--- src/rtl/lru_pkg.sv ---
// Shared constants, FSM state encoding and a one-hot to binary helper for
// the LRU access controller.
package lru_pkg;

  localparam int LRU_WAYS   = 8;
  localparam int LRU_SETS   = 128;
  localparam int LRU_ADDR_W = 7;
  localparam int LRU_IDX_W  = 3;

  typedef enum logic [1:0] {
    IDLE   = 2'd0,
    UPDATE = 2'd1,
    RESP   = 2'd2
  } lru_state_e;

  // Binary index of a one-hot vector; an all-zero vector maps to index 0.
  function automatic logic [LRU_IDX_W-1:0] onehot_to_idx(input logic [LRU_WAYS-1:0] oh);
    logic [LRU_IDX_W-1:0] idx;
    idx = '0;
    for (int i = 0; i < LRU_WAYS; i++) begin
      if (oh[i]) idx = idx | LRU_IDX_W'(i);
    end
    return idx;
  endfunction

endpackage

--- src/rtl/lru_access_ctrl_prio_enc.sv ---
// Lowest-set-bit priority encoder over a way vector (module lru_prio_enc).
// Produces the isolated lowest bit as one-hot, its binary index, and a flag
// when no bit is set.
module lru_prio_enc
  import lru_pkg::*;
(
  input  logic [LRU_WAYS-1:0]  i_vec,
  output logic [LRU_WAYS-1:0]  o_onehot,
  output logic [LRU_IDX_W-1:0] o_idx,
  output logic                 o_none
);

  // w_lower[k] is set when any bit below position k is set.
  logic [LRU_WAYS:0] w_lower;

  assign w_lower[0] = 1'b0;

  for (genvar gi = 0; gi < LRU_WAYS; gi++) begin : g_bit
    assign w_lower[gi+1] = w_lower[gi] | i_vec[gi];
    assign o_onehot[gi]  = i_vec[gi] & ~w_lower[gi];
  end

  assign o_idx  = onehot_to_idx(o_onehot);
  assign o_none = ~w_lower[LRU_WAYS];

endmodule

--- src/rtl/lru_access_ctrl.sv ---
// Initiator side of the 8-way LRU age-buffer interface. Takes one lookup at
// a time, issues a single LRU write (hit touch or miss replacement) and
// returns the hit/victim way to the cache pipeline.
// Optional macro LRU_ERR_CHECK_EN enables the sticky protocol error flag o_err.
module lru_access_ctrl
  import lru_pkg::*;
#(
  parameter int WAYS   = LRU_WAYS,
  parameter int ADDR_W = LRU_ADDR_W,
  parameter int IDX_W  = LRU_IDX_W
) (
  input  logic              clk,
  input  logic              rst,
  input  logic              i_req_valid,
  output logic              o_req_ready,
  input  logic [ADDR_W-1:0] i_req_addr,
  input  logic [WAYS-1:0]   i_req_hit_way,
  output logic [ADDR_W-1:0] o_lru_addr,
  output logic [WAYS-1:0]   o_lru_hit_way,
  output logic              o_lru_hit_sig,
  output logic              o_lru_we,
  input  logic [WAYS-1:0]   i_lru_flag,
  output logic              o_resp_valid,
  input  logic              i_resp_ready,
  output logic              o_resp_hit,
  output logic [WAYS-1:0]   o_resp_way,
  output logic [IDX_W-1:0]  o_resp_idx,
  output logic              o_err
);

  lru_state_e r_state, r_state_next;

  logic [ADDR_W-1:0] r_req_addr;
  logic [WAYS-1:0]   r_hit_way;
  logic [IDX_W-1:0]  r_hit_idx;
  logic              r_resp_hit;
  logic [WAYS-1:0]   r_resp_way;
  logic [IDX_W-1:0]  r_resp_idx;

  logic [WAYS-1:0]   w_in_oh;
  logic [IDX_W-1:0]  w_in_idx;
  logic              w_in_none;
  logic [WAYS-1:0]   w_vic_oh;
  logic [IDX_W-1:0]  w_vic_idx;
  logic              w_vic_none;
  logic [WAYS-1:0]   w_victim;
  logic              w_hit;
  logic              w_accept;

  // Normalise the tag-compare vector at accept: a multi-hot vector keeps only its lowest way.
  lru_prio_enc u_hit_enc (
    .i_vec    (i_req_hit_way),
    .o_onehot (w_in_oh),
    .o_idx    (w_in_idx),
    .o_none   (w_in_none)
  );

  // Victim is the lowest set bit of the buffer's LRU flag.
  lru_prio_enc u_vic_enc (
    .i_vec    (i_lru_flag),
    .o_onehot (w_vic_oh),
    .o_idx    (w_vic_idx),
    .o_none   (w_vic_none)
  );

  // An empty LRU flag still needs a definite victim, so fall back to way 0.
  assign w_victim      = w_vic_none ? WAYS'(1) : w_vic_oh;
  assign w_hit         = |r_hit_way;
  assign o_lru_hit_sig = w_hit;
  assign o_lru_hit_way = w_hit ? r_hit_way : w_victim;
  assign o_lru_addr    = r_req_addr;
  assign o_resp_hit    = r_resp_hit;
  assign o_resp_way    = r_resp_way;
  assign o_resp_idx    = r_resp_idx;
  assign w_accept      = o_req_ready & i_req_valid;

  // State register.
  always_ff @(posedge clk or negedge rst) begin
    if (!rst) r_state <= IDLE;
    else      r_state <= r_state_next;
  end

  // Next-state and handshake/strobe decode.
  always_comb begin
    r_state_next = r_state;
    o_req_ready  = 1'b0;
    o_lru_we     = 1'b0;
    o_resp_valid = 1'b0;
    case (r_state)
      IDLE: begin
        o_req_ready = 1'b1;
        if (i_req_valid) r_state_next = UPDATE;
      end
      UPDATE: begin
        o_lru_we     = 1'b1;
        r_state_next = RESP;
      end
      RESP: begin
        o_resp_valid = 1'b1;
        if (i_resp_ready) r_state_next = IDLE;
      end
      default: r_state_next = IDLE;
    endcase
  end

  // Request capture at accept, response capture during the single UPDATE cycle.
  always_ff @(posedge clk or negedge rst) begin
    if (!rst) begin
      r_req_addr <= '0;
      r_hit_way  <= '0;
      r_hit_idx  <= '0;
      r_resp_hit <= 1'b0;
      r_resp_way <= '0;
      r_resp_idx <= '0;
    end else begin
      if (w_accept) begin
        r_req_addr <= i_req_addr;
        r_hit_way  <= w_in_none ? '0 : w_in_oh;
        r_hit_idx  <= w_in_idx;
      end
      if (r_state == UPDATE) begin
        r_resp_hit <= w_hit;
        r_resp_way <= o_lru_hit_way;
        r_resp_idx <= w_hit ? r_hit_idx : w_vic_idx;
      end
    end
  end

`ifdef LRU_ERR_CHECK_EN
  logic r_err;

  // Sticky error: multi-hot hit vector at accept, or a non-one-hot LRU flag on a miss update.
  always_ff @(posedge clk or negedge rst) begin
    if (!rst) begin
      r_err <= 1'b0;
    end else if ((w_accept && (i_req_hit_way != w_in_oh)) ||
                 ((r_state == UPDATE) && !w_hit && (w_vic_none || (i_lru_flag != w_vic_oh)))) begin
      r_err <= 1'b1;
    end
  end

  assign o_err = r_err;
`else
  assign o_err = 1'b0;
`endif

endmodule

--- config.mk ---
export PLATFORM = sky130hd
export DESIGN_NAME = lru_access_ctrl
export DESIGN_NICKNAME = d
export VERILOG_FILES = /design/src/rtl/lru_pkg.sv /design/src/rtl/lru_access_ctrl_prio_enc.sv /design/src/rtl/lru_access_ctrl.sv
export SDC_FILE = /design/constraint.sdc
export NUM_CORES = 1
export LEC_CHECK = 0
export CORE_MARGIN = 3
export CORE_UTILIZATION = 45
export CTS_CLUSTER_SIZE = 16
export DETAILED_ROUTE_END_ITERATION = 10
export DONT_BUFFER_PORTS = 1
export GPL_ROUTABILITY_DRIVEN = 0
export PLACE_DENSITY = 0.69
export SYNTH_ARGS = -nofsm -noshare
export SYNTH_HDL_FRONTEND = slang
export SYNTH_SLANG_ARGS = --single-unit
--- constraint.sdc ---
create_clock -name clk -period 1.45 [get_ports clk]
set_input_delay 0.0725 -clock clk [delete_from_list [all_inputs] [get_ports clk]]
set_output_delay 0.0725 -clock clk [all_outputs]
set_load 0.005 [all_outputs]
After elaboration in Yosys (flattened, before gate mapping)
Cells that the tools add are included.

Eq/ne operators: 4. Muxes and demuxes: 24. Bitwise logic cells: 43. Reductions and logical operators: 3.

Operators with widths (count): $mux W3 (9); $mux W8 (3); $and A1 B1 Y1 (15); $not A1 Y1 (14); $or A1 B1 Y1 (14); $mux W2 (6); $reduce_or A8 Y1 (1); $pmux W2 S3 (1); $mux W1 (5); $ne A2 B2 Y1 const B (2); $eq A2 B1 Y1 const B (1); $eq A2 B2 Y1 const B (1); $logic_not A2 Y1 (1); $reduce_and A2 Y1 (1).

Register bits: 32. Input bits: 27. Output and inout port bits: 32.

Depth between registers and ports, before layout
Gate-level depths: netlist of run 1.

Word-level depth: 10. Depth in mapped cells: 6. Depth with buffers taken out: 5.

Cells and area by module
From an unflattened synthesis of run 1, not the netlist that was laid out.

Cell total of the unflattened synthesis: 174. Area, all modules: 1773.0 um^2.

Modules (own cells, without submodules): lru_access_ctrl (times used 1, cells an instance 128, area an instance 1472.7 um^2, seq. area each 800.8 um^2); lru_prio_enc (times used 2, cells an instance 23, area an instance 150.1 um^2, seq. area each 0.0 um^2).

Least setup slack after synthesis of run 1
OpenSTA, ideal clock, no wires.

Path kind: register to register. Start point: register r_hit_way[4]. End point: register r_resp_idx[0], in the netlist o_resp_idx[0]. Library setup time: 132 ps. Arrival: 1312 ps. Required time: 1318 ps. Slack: 6 ps. Cell stages (with the launch flop): 7. Buffers on the path: 1. Period minus slack after synthesis: 1444 ps. Cells stage by stage: dfrtp_1 nor4_1 and2_1 buf_6 inv_4 nor4_4 a31oi_1.

Word-level cells in the longest chain between the ends: 2.

RTL lines: from (decl) (RTL line lru_access_ctrl.sv:34) `logic [WAYS-1:0] r_hit_way;`; from (signal assigned) (RTL line lru_access_ctrl.sv:118) `r_hit_way <= w_in_none ? '0 : w_in_oh;`; $reduce_or A8 Y1 (RTL line lru_access_ctrl.sv:68) `assign w_hit = |r_hit_way;`; named net o_lru_hit_sig (RTL line lru_access_ctrl.sv:20) `output logic o_lru_hit_sig,`; $mux W3 (RTL line lru_access_ctrl.sv:124) `r_resp_idx <= w_hit ? r_hit_idx : w_vic_idx;`; to (signal assigned) (RTL line lru_access_ctrl.sv:124); to (decl) (RTL line lru_access_ctrl.sv:38) `logic [IDX_W-1:0] r_resp_idx;`.

The timed path passes the listed nets, and every way through them passes these cells. A chain may end at the register's enable or synchronous reset.

Worst setup path in the final report of run 1
Start point: register r_hit_way[0]. End point: output o_lru_hit_way[5].

Word-level cells in the longest chain between the ends: 2.

RTL lines: $reduce_or A8 Y1 (RTL line lru_access_ctrl.sv:68); $mux W8 (RTL line lru_access_ctrl.sv:70) `assign o_lru_hit_way = w_hit ? r_hit_way : w_victim;`; to (decl) (RTL line lru_access_ctrl.sv:19) `output logic [WAYS-1:0] o_lru_hit_way,`.

Every way passes these cells.

==> results of run 1 <==
==> metrics by stage <==
| step | util (%) | setup WS [ns] |
|---|---|---|
| 5_1_grt | 64.84 | -0.3501 |
| 2_1_floorplan | - | 0.006245 |
| 3_3_place_gp | 54.25 | 0.02238 |
| 4_1_cts | 63.45 | -0.2602 |
| 3_5_place_dp | 54.25 | -0.05945 |
| 6_report | 64.84 | -0.2737 |
==> cell usage after synthesis (2+ instances only) <==
cell type | number | area share [%]
buf_2 | 2 | 0.65
nor2_1 | 10 | 2.4
nand2b_1 | 3 | 1.2
nand3b_1 | 3 | 1.5
clkbuf_1 | 2 | 0.49
nor4_1 | 4 | 1.6
o21bai_2 | 3 | 2.2
mux2_2 | 7 | 5.1
nand2_1 | 42 | 10
a31o_1 | 2 | 1.1
a21oi_1 | 3 | 0.98
dfrtp_1 | 32 | 52
a31oi_1 | 3 | 1.2
inv_1 | 2 | 0.49
nand4b_1 | 2 | 1.1
nand3_1 | 2 | 0.65
o21ai_1 | 4 | 1.3
nor4_4 | 2 | 2.8
inv_2 | 2 | 0.49
==> state kept, by name, indices dropped and copies added (netlist names) <==
| register | flops |
|---|---|
| r_hit_idx | 3 |
| r_hit_way | 8 |
| o_resp_idx | 3 |
| r_state | 2 |
| o_lru_addr | 7 |
| o_resp_hit | 1 |
| o_resp_way | 8 |
==> final timing paths <==
kind	slack [ns]	cells past startpoint	to	from
max	-0.27	6	o_lru_hit_way[5]	r_hit_way[0]
min	-0.003	3	o_resp_idx[2]	i_lru_flag[1]
max reg2reg	-0.14	6	o_resp_idx[0]	r_hit_way[0]
min reg2reg	0.53	2	o_lru_addr[3]	o_lru_addr[3]
max in group asynchronous	1.07	2	r_hit_idx[1]	rst
min in group asynchronous	0.20	2	r_state[1]	rst
==> per-layer routing <==
metal  GRT usage [%]  wire, um  share of wire (%)  vias to the layer above
met2           37.11      2021                 51                       65
met3           7.030       361                9.1                        4
li1                -         -                  -                      612
met5               0         0                  0                        -
met4           6.332        36               0.91                        0
met1           21.77      1537                 39                      622
==> layout by cell type, fill, tap and decap left out, drive strengths merged, types with 3 or more instances in the layout <==
| master | Yosys | final |
|---|---|---|
| a21oi | 3 | 3 |
| a31oi | 3 | 3 |
| buf | 4 | 25 |
| clkbuf | 2 | 6 |
| dfrtp | 32 | 32 |
| dlygate4sd3 | 0 | 19 |
| inv | 5 | 5 |
| mux2 | 8 | 8 |
| nand2 | 42 | 42 |
| nand2b | 3 | 3 |
| nand3b | 3 | 3 |
| nor2 | 10 | 10 |
| nor4 | 6 | 6 |
| o21ai | 5 | 5 |
| o21bai | 4 | 4 |
==> worst register-to-register path, delay by kind of cell (launching register included) <==
| family | cells | cell delay [ns] |
|---|---|---|
| compound gates | 1 | 0.13 |
| buf+inv | 2 | 0.19 |
| flops | 1 | 0.39 |
| simple gates | 3 | 0.77 |
==> power by group through the flow <==
| stage | Combinational (mW) | Sequential [mW] | Clock (mW) |
|---|---|---|---|
| after floorplan | 0.828 | 1.39 | 0 |
| final | 1.45 | 1.43 | 0.536 |
| after CTS | 1.30 | 1.43 | 0.550 |
| after global placement | 1.14 | 1.44 | 0 |
| after global routing | 1.60 | 1.47 | 0.596 |
| after detailed placement | 1.20 | 1.44 | 0 |
==> area by class of cell <==
type	instances	area, um^2
clock buffers	6	51.30
clock inverters	2	10.01
fillers	270	1109
inverters	5	23.77
multi-input cells	108	698.2
flip-flops and latches	32	800.8
well taps	44	55.05
repair buffers	44	405.4
==> what timing repair did <==
action | in CTS | in global routing
pin swaps | 1 | 8
hold endpoints to repair | 53 | 0
buffers inserted | 1 | 2
resized for setup | 2 | 6
setup endpoints to repair | 13 | 15
hold buffers | 20 | 0
==> cells by family after synthesis <==
kind of cell | Yosys count
buf+inv | 11
other cells | 1
compound gates | 26
flops | 32
simple gates | 73
mux | 8
==> results.py, run 1 <==
metrics = {
    "outcome": {
        "outcome": "finished, violations left",
        "violations": "negative hold slack, negative setup slack",
    },
    "power": {
        "p_leak_nw": 0.9795,
        "p_switching_mw": 1.265,
        "ir_worst_vdd_v": 0.0008752,
        "finalPower_mw": 3.421,
        "combPwrFrac_pct": 42.5,
        "p_per_area_nw_per_um2": 1673,
        "seqPwrFrac_pct": 41.8,
        "cell_internal_pwr_mw": 2.156,
        "clock_power_share_pct": 15.7,
        "p_sw_share_pct": 36.96,
    },
    "timing": {
        "setup_viol": 12,
        "finClkSkew_ns": 0.008687,
        "hold_ws_ns": -0.002673,
        "fin_crit_sh_pct": 118.9,
        "finalMaxSlewViolations": 0,
        "tns_ns": -2.183,
        "hold_viol": 1,
        "rsz0062_at_grt": "yes",
        "post-route-min-period_ns": 1.724,
        "fmax_mhz": 580.2,
        "setup_ws_ns": -0.2737,
    },
    "yosys": {
        "ys_warn_count": 0,
        "avgSynthCellArea_um2": 10.16,
        "synth_xor_area_share_pct": 0,
        "synth_compound_area_share_pct": 13.38,
        "ys_seq_area_share_pct": 52.20,
        "ys.flop_type": "dfrtp_1",
        "netlist_area_um2": 1534,
        "synth-edff-count": 0,
        "synthCells": 151,
        "muxShareOfSynthArea_pct": 6.117,
        "synth-adder-area-share_pct": 0,
        "synth_top_family_by_area": "simple AND/OR/NAND/NOR gates",
        "syn_nets": 178,
        "synth.distinct_cells": 40,
        "async_flop_share_pct": 100.0,
        "synthSimpleGateAreaFrac_pct": 24.31,
        "ys_seq_elements": 32,
    },
    "placed_design": {
        "placed_area_um2": 1710,
        "dpl.cell_count": 210,
        "port_buffers": 0,
        "place_hpwl_um": 2620,
    },
    "drt": {
        "ant_nets": 0,
        "firstDrtPassIters": 4,
        "wl_per_cell_um": 16.42,
        "vias": 1303,
        "drt_iter0_drc": 74,
        "drc": 0,
        "finalWirelength_um": 3957,
        "viasPerCell": 5.407,
    },
    "die": {
        "die_w_um": 64.39,
        "dieArea_um2": 4145,
        "num_rows": 20,
        "die_h_um": 64.39,
        "ios": 59,
        "coreArea_um2": 3153,
        "start_util_pct": 48.65,
    },
    "run": {
        "cap_violations": 0,
    },
    "clocking": {
        "cts.sinks": 32,
        "root_buffer": "clkbuf_4",
        "clk_pin_slew_worst_paths_ns": 0.10,
        "htreeDepth": 2,
        "cts_buffers": 5,
        "clk_latency_ns": 0.33,
        "clock_tree.buffer_depth": 2,
        "cts_tree": "built",
    },
    "finish": {
        "layout.nets": 223,
        "insertedDiodeCount": 0,
        "fin_cells": 241,
        "syn2layout_area_growth_pct": 33.28,
        "final_area_um2": 2044,
        "drive_above_1_share_pct": 26.40,
    },
    "global_routing": {
        "grt_overflow": 0,
        "antenna_found_initial": 0,
        "grt_pass1_wl_um": 6534,
        "first_global_vias": 1468,
        "grt_util_all_layers_pct": 20.32,
        "grt_start_max_net_pins": 33,
    },
    "setup_path": {
        "end_kind": "output pin",
        "path_cells": "nor4_1, and2_1, buf_4, inv_4, o21bai_4, buf_6",
        "path_buf_inv": 3,
        "cp_top_family": "simple AND/OR/NAND/NOR gates",
        "crit_path_top_delay_cell": "dfrtp_1",
        "startpoint_type": "flop",
        "crit_arrival_ns": 1.65,
        "crit_required_ns": 1.38,
        "crit_fanout": 7,
        "cp_slowest_stage_delay_ns": 0.39,
        "crit_type": "reg2out",
    },
    "hold_path": {
        "min_path_type": "in2reg",
    },
}
Power figures use the tool's default switching activity.
==> run 2, diff against run 1 <==
--- a/config.mk
+++ b/config.mk
@@ -6,12 +6,12 @@
 export NUM_CORES = 1
 export LEC_CHECK = 0
 export CORE_MARGIN = 3
-export CORE_UTILIZATION = 45
+export CORE_UTILIZATION = 55
 export CTS_CLUSTER_SIZE = 16
 export DETAILED_ROUTE_END_ITERATION = 10
 export DONT_BUFFER_PORTS = 1
 export GPL_ROUTABILITY_DRIVEN = 0
-export PLACE_DENSITY = 0.69
+export PLACE_DENSITY = 0.8
 export SYNTH_ARGS = -nofsm -noshare
 export SYNTH_HDL_FRONTEND = slang
 export SYNTH_SLANG_ARGS = --single-unit
==> run 2 against run 1 <==
The run ends with negative setup slack left. Sequential power about the same. Utilization increased by 17 points. Via count increased by 0.23%. Combinational power increased by 13%. Clock skew decreased by 0.0014 ns. Highest routed layer unchanged. Design area increased by 2.3%. Critical path depth unchanged. Critical path type unchanged. Largest cell class unchanged. Die area decreased by 17%. Worst setup slack improved by 0.021 ns. Clock-buffer cell count increased by 1. Final cell count decreased by 5.8%.
==> results.py, run 2 (synthesis gave the netlist of run 1 again) <==
metrics = {
    "drt": {
        "drc": 0,
        "drt_iter0_drc": 102,
        "firstDrtPassIters": 4,
        "viasPerCell": 5.753,
        "ant_nets": 0,
        "vias": 1306,
        "finalWirelength_um": 3957,
        "wl_per_cell_um": 17.43,
    },
    "global_routing": {
        "grt_util_met1_pct": 29.23,
        "antenna_found_initial": 0,
        "grt_start_max_net_pins": 33,
        "grt_use_met3_pct": 6.798,
        "grt_busiest_layer": "met2",
        "grt_pass1_wl_um": 6458,
        "grt_overflow": 0,
        "first_global_vias": 1439,
        "use_met2_pct": 44.79,
        "grt_util_all_layers_pct": 25.00,
    },
    "placed_design": {
        "place_ws_ns": -0.08757,
        "place_hpwl_um": 2550,
        "placed_area_um2": 1678,
        "port_buffers": 0,
    },
    "setup_path": {
        "end_kind": "output pin",
        "crit_path_top_delay_cell": "dfrtp_1",
        "crit_required_ns": 1.38,
        "cp_slowest_stage_delay_ns": 0.40,
        "crit_fanout": 7,
        "cp-startpoint": "r_hit_way[4]",
        "cp_top_family": "simple AND/OR/NAND/NOR gates",
        "crit_top_cell": "buf_6",
        "r2r-start": "r_hit_way[4]",
        "path_cells": "nor4_2, and2_4, buf_6, inv_8, o21bai_4, buf_6",
        "crit_type": "reg2out",
        "crit_arrival_ns": 1.63,
        "startpoint_type": "flop",
        "path_buf_inv": 3,
    },
    "power": {
        "p_per_area_nw_per_um2": 1742,
        "seqPwrFrac_pct": 39.8,
        "p_switching_mw": 1.306,
        "p_leak_nw": 1.004,
        "cell_internal_pwr_mw": 2.336,
        "p_sw_share_pct": 35.86,
        "combPwrFrac_pct": 44.9,
        "clock_power_share_pct": 15.3,
        "ir_worst_vdd_v": 0.001550,
    },
    "clocking": {
        "cts_buffers": 5,
        "cts.sinks": 32,
        "clk_latency_ns": 0.33,
        "clk_pin_slew_worst_paths_ns": 0.09,
        "clock_tree.buffer_depth": 2,
        "cts_tree": "built",
        "root_buffer": "clkbuf_4",
        "htreeDepth": 2,
    },
    "hold_path": {
        "min_path_type": "in2reg",
        "hold_start": "i_req_hit_way[5]",
    },
    "die": {
        "coreArea_um2": 2567,
        "dieArea_um2": 3459,
        "die_w_um": 58.81,
        "ios": 59,
        "start_util_pct": 59.75,
        "num_rows": 18,
        "die_h_um": 58.81,
    },
    "finish": {
        "drive_above_1_share_pct": 28.43,
        "mostFrequentLayoutCells": "nand2_1 (42), dfrtp_1 (32), dlygate4sd3_1 (19)",
        "syn2layout_area_growth_pct": 36.30,
        "final_common_cell": "nand2_1",
        "insertedDiodeCount": 0,
        "final_area_um2": 2091,
        "layout.nets": 224,
    },
    "timing": {
        "setup_ws_ns": -0.2526,
        "setup_viol": 13,
        "finClkSkew_ns": 0.007319,
        "fmax_mhz": 587.3,
        "post-route-min-period_ns": 1.703,
        "fin_crit_sh_pct": 117.4,
        "finalMaxSlewViolations": 0,
        "rsz0062_at_grt": "yes",
        "hold_viol": 0,
    },
    "run": {
        "cap_violations": 0,
    },
    "outcome": {
        "outcome": "finished, violations left",
        "violations": "negative setup slack",
    },
}
==> run 2: changes by cell type in the layout (fill, tap and decap cells not counted), sizes merged <==
cell | before | now
clkinv | 2 | 0
clkbuf | 6 | 7
buf | 25 | 26
==> run 2: cell type report <==
type	count	area, um^2
Inverter	5	28.78
Clock buffer	7	65.06
Tap cell	30	37.54
Timing Repair Buffer	45	424.2
Multi-Input combinational cell	108	734.5
Fill cell	147	476.7
Sequential cell	32	800.8
==> run 2: worst min-delay path, cell delays in order <==
cell and delay, ns:
nor2_1 0.04, nand4b_1 0.13, o21ai_1 0.06
==> run 2: metrics by stage <==
stage          hold WS [ns]  power [mW]  utilization, %  cells  setup TNS [ns]
2_1_floorplan       -0.2231       2.215               -    151               0
3_3_place_gp        -0.2223       2.538           65.35    194               0
3_5_place_dp        -0.2224       2.615           65.35    194         -0.1589
4_1_cts            0.007437       3.494           79.73    226          -2.290
5_1_grt             0.01251       3.880           81.43    227          -3.872
6_report            0.01291       3.643           81.43    227          -2.289
==> run 2: worst paths after layout <==
| check | slack [ns] | depth (start not counted) | to |
|---|---|---|---|
| hold / removal | 0.01 | 3 | r_hit_way[7] |
| min in group asynchronous | 0.20 | 2 | r_hit_way[4] |
| setup / recovery | -0.25 | 6 | o_lru_hit_way[5] |
| setup reg to reg | -0.15 | 6 | o_resp_idx[0] |
| max in group asynchronous | 1.09 | 2 | o_resp_idx[1] |
| hold reg to reg | 0.52 | 2 | o_lru_addr[3] |
==> run 2: power groups by stage <==
| stage | Sequential, mW | Combinational, mW | Clock, mW |
|---|---|---|---|
| 2_1_floorplan | 1.39 | 0.828 | 0 |
| 3_3_place_gp | 1.44 | 1.10 | 0 |
| 3_5_place_dp | 1.45 | 1.16 | 0 |
| 4_1_cts | 1.45 | 1.48 | 0.572 |
| 5_1_grt | 1.48 | 1.79 | 0.611 |
| 6_report | 1.45 | 1.64 | 0.557 |
==> run 2: per-layer routing <==
metal | vias to the layer above | routed length [um]
met5 | - | 0
met3 | 5 | 349
met1 | 616 | 1491
met2 | 63 | 2076
li1 | 622 | -
met4 | 0 | 40
==> run 2: what timing repair did <==
action	CTS	global route
cloned	0	0
pin swaps	8	5
resized for setup	11	10
endpoints found under the hold margin	52	0
hold buffers	20	0
buffers inserted	5	1
endpoints found under the setup margin	16	22
==> run 3, diff against run 2 <==
--- a/config.mk
+++ b/config.mk
@@ -14,4 +14,5 @@
 export PLACE_DENSITY = 0.8
 export SYNTH_ARGS = -nofsm -noshare
 export SYNTH_HDL_FRONTEND = slang
+export SYNTH_HIERARCHICAL = 1
 export SYNTH_SLANG_ARGS = --single-unit
==> run 3 against run 2 <==
The run still ends with negative setup slack left. Global-route usage fell by 0.81 points. Sequential share of layout area down 5.5 points. Fmax down 11%. Highest routed layer unchanged. Clock power fell by 3%. Critical path type unchanged. Sequential power is essentially flat. Largest power group unchanged. First-iteration DRC count rose by 73%.
==> results.py, run 3 <==
metrics = {
    "setup_path": {
        "r2r-start": "r_hit_way[3]",
        "crit_fanout": 6,
        "end_kind": "output pin",
        "startpoint_type": "flop",
        "crit_type": "reg2out",
        "crit_required_ns": 1.38,
        "r2r_cells": 7,
        "timing.rr.end": "o_resp_way[3]",
        "crit_arrival_ns": 1.84,
        "r2r_slack_ns": -0.44,
    },
    "yosys": {
        "async_flop_share_pct": 100.0,
        "yosysTopAreaCell": "dfrtp_1",
        "netlist_area_um2": 1773,
        "ys.flop_type": "dfrtp_1",
        "ys_warn_count": 6,
        "synth.top_cell.area_share_pct": 45.17,
        "syn_nets": 201,
        "synth.distinct_cells": 35,
        "synth-edff-count": 0,
        "synth_most_common_cell": "dfrtp_1",
        "synth_common_cells": "dfrtp_1 (32), mux2_2 (17), o21ai_0 (16)",
        "synth_area_leaders": "dfrtp_1 (45%), mux2_2 (11%), o21ai_0 (4.5%), nand2b_1 (3.9%), a21o_2 (3.5%)",
        "avgSynthCellArea_um2": 10.19,
        "synthCells": 174,
        "ys_seq_area_share_pct": 45.17,
        "ys_seq_elements": 32,
    },
    "placed_design": {
        "place_hpwl_um": 2950,
        "dpl.cell_count": 226,
        "place_ws_ns": -0.07205,
        "port_buffers": 0,
    },
    "finish": {
        "syn2layout_area_growth_pct": 37.76,
        "mostFrequentLayoutCells": "dfrtp_1 (32), buf_4 (32), dlygate4sd3_1 (20)",
        "layout.nets": 259,
        "insertedDiodeCount": 0,
        "fin_util_pct": 84.21,
        "drive_above_1_share_pct": 39.91,
        "fin_cells": 275,
    },
    "global_routing": {
        "grt_overflow": 0,
        "grt_util_all_layers_pct": 24.19,
        "grt_start_max_net_pins": 33,
        "grt_pass1_wl_um": 7452,
        "first_global_vias": 1565,
        "antenna_found_initial": 0,
    },
    "timing": {
        "setup_ws_ns": -0.4673,
        "fin_crit_sh_pct": 132.2,
        "hold_viol": 0,
        "setup_viol": 20,
        "rsz0062_at_grt": "yes",
        "finClkSkew_ns": 0.002367,
        "post-route-min-period_ns": 1.917,
        "finalMaxSlewViolations": 0,
        "fmax_mhz": 521.6,
        "hold_ws_ns": 0.01954,
    },
    "die": {
        "die_h_um": 62.78,
        "die_w_um": 62.78,
        "coreArea_um2": 2900,
        "num_rows": 19,
        "ios": 59,
        "start_util_pct": 61.13,
        "dieArea_um2": 3941,
    },
    "power": {
        "seqPwrFrac_pct": 35.2,
        "p_leak_nw": 1.145,
        "cell_internal_pwr_mw": 2.613,
        "ir_worst_vdd_v": 0.0009263,
        "clock_power_share_pct": 13.0,
        "p_per_area_nw_per_um2": 1695,
        "p_sw_share_pct": 36.89,
        "combPwrFrac_pct": 51.8,
        "p_switching_mw": 1.527,
    },
    "clocking": {
        "clk_pin_slew_worst_paths_ns": 0.10,
        "root_buffer": "clkbuf_4",
        "clk_latency_ns": 0.34,
        "clock_tree.buffer_depth": 2,
        "htreeDepth": 2,
        "cts_tree": "built",
        "cts.sinks": 32,
        "cts_buffers": 5,
    },
    "drt": {
        "wl_per_cell_um": 19.77,
        "viasPerCell": 6.182,
        "vias": 1700,
        "firstDrtPassIters": 4,
        "finalWirelength_um": 5436,
        "ant_nets": 0,
        "drt_iter0_drc": 176,
        "drc": 0,
    },
    "hold_path": {
        "hold_start": "i_lru_flag[4]",
        "min_path_type": "in2reg",
        "hold_path_end": "o_resp_way[4]",
        "hold_path_depth": 2,
    },
    "outcome": {
        "violations": "negative setup slack",
        "outcome": "finished, violations left",
    },
    "run": {
        "cap_violations": 0,
    },
}
run 3: layer usage:
layer  track usage, %  part of all wire [%]
met5                0                     0
met3            8.993                   9.3
met4            9.091                   4.5
met1            28.09                    36
met2            40.61                    50
run 3: cells by family after synthesis:
logic type / count (synthesis) / share of synthesized area (%)
buffers and inverters: 16 / 4.657
other: 1 / 0.2115
AO/OA/AOI/OAI: 44 / 16.94
multiplexers: 17 / 10.80
flip-flops: 32 / 45.17
AND/OR/NAND/NOR: 64 / 22.23
run 3: per-stage QoR:
stage | power, mW | area (um^2) | TNS [ns]
after CTS | 3.704 | 2328 | -4.068
after detailed placement | 2.835 | 1927 | -0.7606
after global placement | 2.762 | 1927 | -0.3949
final | 4.140 | 2442 | -6.519
after floorplan | 2.393 | 1784 | -0.8742
after global routing | 4.369 | 2442 | -7.977
run 3: worst max-delay path by stage:
| stage | start | endpoint |
|---|---|---|
| 3_3_place_gp | r_hit_way[5] | o_lru_hit_way[2] |
| 4_1_cts | r_hit_way[5] | o_lru_hit_way[2] |
| 5_1_grt | r_hit_way[3] | o_lru_hit_way[3] |
| 3_5_place_dp | r_hit_way[5] | o_resp_way[3] |
| 2_1_floorplan | r_hit_way[5] | o_lru_hit_way[1] |
| 6_report | r_hit_way[3] | o_lru_hit_way[2] |
run 3: what timing repair did:
action                                 CTS  global route
endpoints found under the hold margin   50             0
gates resized for setup                 11            11
setup endpoints to repair               20            22
hold buffers                            21             0
setup buffers                           11            11
pin swaps                                6             4
run 3: cell type report:
| cell class | instances | area, um^2 |
|---|---|---|
| clock buffers | 6 | 51.30 |
| fillers | 160 | 457.9 |
| repair buffers | 60 | 548.0 |
| multi-input cells | 126 | 949.7 |
| well taps | 42 | 52.55 |
| flip-flops and latches | 32 | 800.8 |
| inverters | 7 | 30.03 |
| clock inverters | 2 | 10.01 |
run 3: power groups by stage:
stage / clock network (mW) / registers, mW / logic (mW)
floorplan: 0 / 1.41 / 0.983
global placement: 0 / 1.45 / 1.31
detailed placement: 0 / 1.47 / 1.37
CTS: 0.547 / 1.45 / 1.71
global route: 0.599 / 1.48 / 2.29
finish: 0.540 / 1.46 / 2.14
run 3: worst max-delay path, cell delays in order, from the launching register on:
cell and delay (ns):
dfrtp_1 0.39, or4_4 0.57, nor3_4 0.26, buf_6 0.15, a21o_2 0.14
